===== src/rtl/sampler_pkg.sv =====
// Shared constants and helpers for the sample unpacker.
// Default widths plus a clog2 used to size the fill level.
package sampler_pkg;

    localparam int DEF_WORD_W   = 16;
    localparam int DEF_SAMPLE_W = 3;
    localparam int DEF_COUNT_W  = 32;

    function automatic int clog2(input int value);
        int r;
        r = 0;
        for (int i = 0; i < 32; i++) begin
            if ((1 << r) < value) begin
                r = r + 1;
            end
        end
        return r;
    endfunction

endpackage


===== src/rtl/bit_reverse.sv =====
// Combinational bit-order reversal of a WIDTH-bit vector.
// Used to flip words and samples for MSB-first packing.
module bit_reverse #(
    parameter int WIDTH = 8
) (
    input  logic [WIDTH-1:0] din,
    output logic [WIDTH-1:0] dout
);

    for (genvar i = 0; i < WIDTH; i++) begin : g_rev
        assign dout[i] = din[WIDTH-1-i];
    end

endmodule


===== src/rtl/sample_unpacker.sv =====
// Unpacks SAMPLE_W-bit samples from a stream of WORD_W-bit FIFO words.
// Bits pack contiguously across words; output is a registered valid/ready stage.
module sample_unpacker
    import sampler_pkg::*;
#(
    parameter int WORD_W    = DEF_WORD_W,
    parameter int SAMPLE_W  = DEF_SAMPLE_W,
    parameter bit MSB_FIRST = 1'b0,
    parameter int COUNT_W   = DEF_COUNT_W
) (
    input  logic                clk_sample,
    input  logic                reset_n,
    input  logic                clear,
    input  logic                packet_empty,
    input  logic [WORD_W-1:0]   packet_data,
    output logic                packet_read,
    input  logic                sample_ready,
    output logic                sample_valid,
    output logic [SAMPLE_W-1:0] sample_data,
    output logic [COUNT_W-1:0]  total_sample_count,
    output logic [COUNT_W-1:0]  underrun_count
);

    localparam int BUF_W = WORD_W + SAMPLE_W - 1;
    localparam int LVL_W = clog2(BUF_W + 1);
    localparam logic [LVL_W-1:0] SAMPLE_LVL = LVL_W'(SAMPLE_W);
    localparam logic [LVL_W-1:0] WORD_LVL   = LVL_W'(WORD_W);

    // Oldest bit sits at buffer[0]; bits above lvl are always zero.
    logic [BUF_W-1:0]    buffer;
    logic [LVL_W-1:0]    lvl;
    logic                started;

    logic                load;
    logic                accept;
    logic [LVL_W-1:0]    lvl_after;
    logic [LVL_W-1:0]    lvl_next;
    logic [BUF_W-1:0]    buf_after;
    logic [BUF_W-1:0]    buf_next;
    logic [WORD_W-1:0]   word_rev;
    logic [WORD_W-1:0]   word_in;
    logic [SAMPLE_W-1:0] samp_rev;
    logic [SAMPLE_W-1:0] sample_next;

    bit_reverse #(.WIDTH(WORD_W)) u_word_rev (
        .din  (packet_data),
        .dout (word_rev)
    );

    bit_reverse #(.WIDTH(SAMPLE_W)) u_samp_rev (
        .din  (buffer[SAMPLE_W-1:0]),
        .dout (samp_rev)
    );

    // Next-state of the bit buffer: extract, then append the head word above what remains.
    always_comb begin
        word_in     = MSB_FIRST ? word_rev : packet_data;
        sample_next = MSB_FIRST ? samp_rev : buffer[SAMPLE_W-1:0];
        accept      = sample_valid && sample_ready;
        load        = (lvl >= SAMPLE_LVL) && (!sample_valid || sample_ready);
        lvl_after   = load ? (lvl - SAMPLE_LVL) : lvl;
        buf_after   = load ? (buffer >> SAMPLE_W) : buffer;
        packet_read = reset_n && !packet_empty && !clear
                      && (lvl_after < SAMPLE_LVL);
        buf_next    = buf_after;
        lvl_next    = lvl_after;
        if (packet_read) begin
            buf_next = buf_after | (BUF_W'(word_in) << lvl_after);
            lvl_next = lvl_after + WORD_LVL;
        end
    end

    // Buffer, fill level and registered output stage; clear flushes everything here.
    always_ff @(posedge clk_sample or negedge reset_n) begin
        if (!reset_n) begin
            buffer       <= '0;
            lvl          <= '0;
            sample_valid <= 1'b0;
            sample_data  <= '0;
        end else if (clear) begin
            buffer       <= '0;
            lvl          <= '0;
            sample_valid <= 1'b0;
            sample_data  <= '0;
        end else begin
            buffer <= buf_next;
            lvl    <= lvl_next;
            if (load) begin
                sample_data  <= sample_next;
                sample_valid <= 1'b1;
            end else if (sample_ready) begin
                sample_valid <= 1'b0;
            end
        end
    end

    // Debug counters survive clear; only the stream-started flag is dropped by it.
    always_ff @(posedge clk_sample or negedge reset_n) begin
        if (!reset_n) begin
            total_sample_count <= '0;
            underrun_count     <= '0;
            started            <= 1'b0;
        end else begin
            if (accept) begin
                total_sample_count <= total_sample_count + COUNT_W'(1);
            end
            if (started && sample_ready && !sample_valid) begin
                underrun_count <= underrun_count + COUNT_W'(1);
            end
            if (clear) begin
                started <= 1'b0;
            end else if (accept) begin
                started <= 1'b1;
            end
        end
    end

endmodule


===== config.mk =====
export PLATFORM = sky130hd
export DESIGN_NAME = sample_unpacker
export DESIGN_NICKNAME = d
export VERILOG_FILES = /design/src/rtl/sampler_pkg.sv /design/src/rtl/bit_reverse.sv /design/src/rtl/sample_unpacker.sv
export SDC_FILE = /design/constraint.sdc
export NUM_CORES = 1
export LEC_CHECK = 0
export CORE_ASPECT_RATIO = 0.75
export CORE_UTILIZATION = 53
export CTS_CLUSTER_SIZE = 10
export DETAILED_ROUTE_END_ITERATION = 12
export GPL_TIMING_DRIVEN = 0
export PLACE_DENSITY = 0.85
export SLEW_MARGIN = 15
export SYNTH_ARGS = -nofsm -noshare
export SYNTH_HDL_FRONTEND = slang
export SYNTH_SLANG_ARGS = --single-unit

===== constraint.sdc =====
create_clock -name clk_sample -period 3.5 [get_ports clk_sample]
set_input_delay 0.7 -clock clk_sample [delete_from_list [all_inputs] [get_ports clk_sample]]
set_output_delay 0.7 -clock clk_sample [all_outputs]
set_load 0.1 [all_outputs]

==> impl_results.md, run 1 <==
- Status: finished, final reports clean
- Max Clk Rate: approximately 300 MHz
- Crit path DAT: between 2 and 3 ns
- Final setup violation count: 0
- Design Area, Final: 0.00640 mm²
- FF/Latch Area: 0.00230 mm²
- Htree depth: 3
- Synth Flop Type: dfrtp_1
- Bufs on Longest Clock Path: 2
- DR vias: 4,289
- Die W: 114 µm
- WL/cell: 16.7 µm
- Placeable Area: slightly above 0.009 mm²
- Multi-input logic area: 0.00254 mm²
- R2r worst-path depth: 8
- Number of global-route vias before repair: 4,162
- Layout cell share with drive strength beyond 1: 9.05%
- Final net count: roughly 630
- Pwr/cell area: 761 mW/mm²
- HP Class: input port to asynchronous set/reset pin
- Detailed-route DRC error count: 0
- Max-slew violations: 0
- CTS Root Cell: clkbuf_16
- Worst Setup SP: lvl[0]
- Clock skew: 0.00427 ns
- Synthesized instance count: between 500 and 600
- Worst-Margin Slew: 1.02 ns
- Setup ws final: between 0.1 and 0.15 ns
- CTS Hold Buffers Added: 0
- Die Height: 86.1 µm
- Mean Syn Cell Area: 9.92 µm²
- Asr flop ratio synth: 100%
- R2R setup slack: 0.62 ns
- Part of the cycle the worst path needs: 95.9%
- Cts bufs inserted: 9
- Yosys top cell area share: 46.0%
- # rows: 30
- Syn. warnings: 0
- Yosys reg bits: between 90 and 100
- Fin crit period: ~3.4 ns
- Largest cells by area after synthesis: dfrtp_1 (46%), xnor2_1 (7.0%), mux2i_1 (4.4%), xor2_1 (4.0%), nand2_1 (3.8%)
- Starting Density: 55.0%
- Setup TNS Final: 0 ns
- Register area share after synthesis: a little under half
- Worst Setup EP: packet_read
- Critical Path RT: 2.80 ns
- Crit path max fanout: 10
- IR drop worst, VDD: 0.000462 V
- Antenna violations before repair: 0
- Worst-skew pair later-pin latency: 0.34 ns
- Largest area contributor in the netlist: dfrtp_1
- GPL Wtd Cong: between 0.9 and 1
- Final ANT Viol Nets: 0
- Reg-to-reg startpoint: lvl[0]
- Net Count, Synth: 528
- Initial DRC count: 414
- Leakage: 2.76 nW
- Detailed Routing Iterations Pass 1: 5
- Vias/cell: approximately 5.8
- Library cells used by synthesis: 63
- Synthesized cell area: 0.00500 mm²
- R2r endpoint: buffer[11]
- DIE AREA: approximately 0.0098 mm²
- GR Util All Layers: 26.2%
- Syn-to-layout area delta: 28.1%
- Crit path launch type: register
- Max Cap Viol: 0
- Top cells by count, synth: dfrtp_1 (92), nand2_1 (51), nor2_1 (49)
- Slew headroom: 32.0%
- RSZ-0062 raised after global routing: no
- Fin Hold WS: 0.318 ns
- Largest net degree at the start of global routing: 59
- Global-route wire length before repair: 20.1 mm
- Num Clock Sinks: 92
- Ports: 90
- Fill count: between 700 and 800
- Gr ovfl total: 0
- Most numerous cell in the Yosys netlist: dfrtp_1
- Port bufs: just under 90
- DP Worst Slack: -1.05 ns
- HPWL after DPL: 8.90 mm
- Post-synth EDFFs: 0
- Area post-placement: 0.00606 mm²
- Routed wire length: 12.3 mm
- Antenna diodes: 0
- Fin. Hold Viols: 0
- CTS tree: built
- Clk slew on worst S/H paths: 0.06 ns
- WS Path Type: register to output port
- Setup crit end kind: output port
-- registers in the layout, indices dropped and copies added, names as in the netlist --
register and cells:
underrun_count 32, started 1, total_sample_count 32, sample_data 3, lvl 5, buffer 18, sample_valid 1
-- power breakdown --
part	leakage [nW]	switching, mW	internal, mW	total, mW
Clock	0.163	0.380	0.695	1.08
Sequential	1.25	0.135	1.21	1.35
Combinational	1.35	1.58	0.875	2.46
Total	2.76	2.09	2.78	4.88
-- logic make-up after synthesis --
family / Yosys count / share of synthesized area, %
XOR/XNOR: 64 / 11.6
AND/OR/NAND/NOR: 198 / 19.7
flip-flops: 92 / 46.0
multiplexers: 33 / 7.23
buffers and inverters: 35 / 3.35
adder cells (fa/ha/maj): 3 / 0.751
AO/OA/AOI/OAI: 79 / 11.4
-- how the worst min path moves through the flow --
stage | start | to | slack (ns) | cells after the start
after floorplan | reset_n | buffer[0] | 0.40 | 0
after global placement | total_sample_count[31] | total_sample_count[31] | 0.46 | 1
after detailed placement | total_sample_count[31] | total_sample_count[31] | 0.46 | 1
after CTS | reset_n | total_sample_count[24] | 0.32 | 1
after global routing | reset_n | total_sample_count[25] | 0.34 | 1
final | reset_n | total_sample_count[25] | 0.32 | 1
-- through the flow --
| stage | utilization (%) | power (mW) | cells |
|---|---|---|---|
| 2_1_floorplan | - | 3.18 | 504 |
| 3_3_place_gp | 66.4 | 3.66 | 719 |
| 3_5_place_dp | 66.7 | 3.74 | 720 |
| 4_1_cts | 70.4 | 4.83 | 736 |
| 5_1_grt | 70.5 | 5.11 | 736 |
| 6_report | 70.5 | 4.88 | 736 |
-- layer usage --
| layer | wire length (µm) | global-route usage [%] | part of all wire [%] |
|---|---|---|---|
| met2 | 5820 | 42.0 | 47 |
| met1 | 5450 | 35.1 | 44 |
| met5 | 0 | 0 | 0 |
| met3 | 772 | 6.22 | 6.3 |
| met4 | 223 | 8.97 | 1.8 |
-- timing repair --
| action | in CTS | in global routing |
|---|---|---|
| setup endpoints to repair | 1 | 1 |
| resized for setup | 9 | 3 |
| buffers inserted | 0 | 0 |
-- worst max-delay path, cell delays in order, from the launching register on --
cell and delay [ns]:
dfrtp_1 0.39, ha_1 0.19, buf_2 0.17, a211o_1 0.39
nor2_4 0.20, o2bb2ai_1 0.10, or3_4 0.43, inv_2 0.20
buf_8 0.23
-- cell usage in the layout, fill, tap and decap left out, types with 4 or more instances in the layout --
master / instances
nand2_1: 51
and3_1: 10
a21oi_1: 16
or3_1: 4
inv_1: 10
o31ai_1: 5
nand4_1: 15
nor2b_1: 5
mux2_2: 8
mux2i_1: 22
dfrtp_1: 92
clkbuf_16: 9
buf_2: 7
o21ai_0: 8
o32ai_1: 7
nor3_1: 10
nor2_1: 49
clkbuf_1: 12
xnor2_1: 40
nand2b_1: 4
o22ai_1: 6
a211oi_1: 13
and4_1: 5
xor2_1: 23
clkdlybuf4s50_1: 84
nand3_1: 25
a31oi_1: 5
-- final cells by class --
| type | instances | share of cell area [%] |
|---|---|---|
| buffer | 24 | 1.97 |
| clock buffer | 11 | 3.63 |
| clock inverter | 5 | 1.56 |
| inverter | 11 | 0.645 |
| multi-input combinational | 377 | 39.7 |
| sequential | 92 | 35.9 |
| tap | 128 | 2.50 |
| timing repair buffer | 88 | 14.1 |
Power figures use the tool's default switching activity.
==> run 2, diff against run 1 <==
- SLEW_MARGIN: 15 -> 20
==> results of run 2 <==
The final DEF is identical to that of run 1; final timing and power are the same.
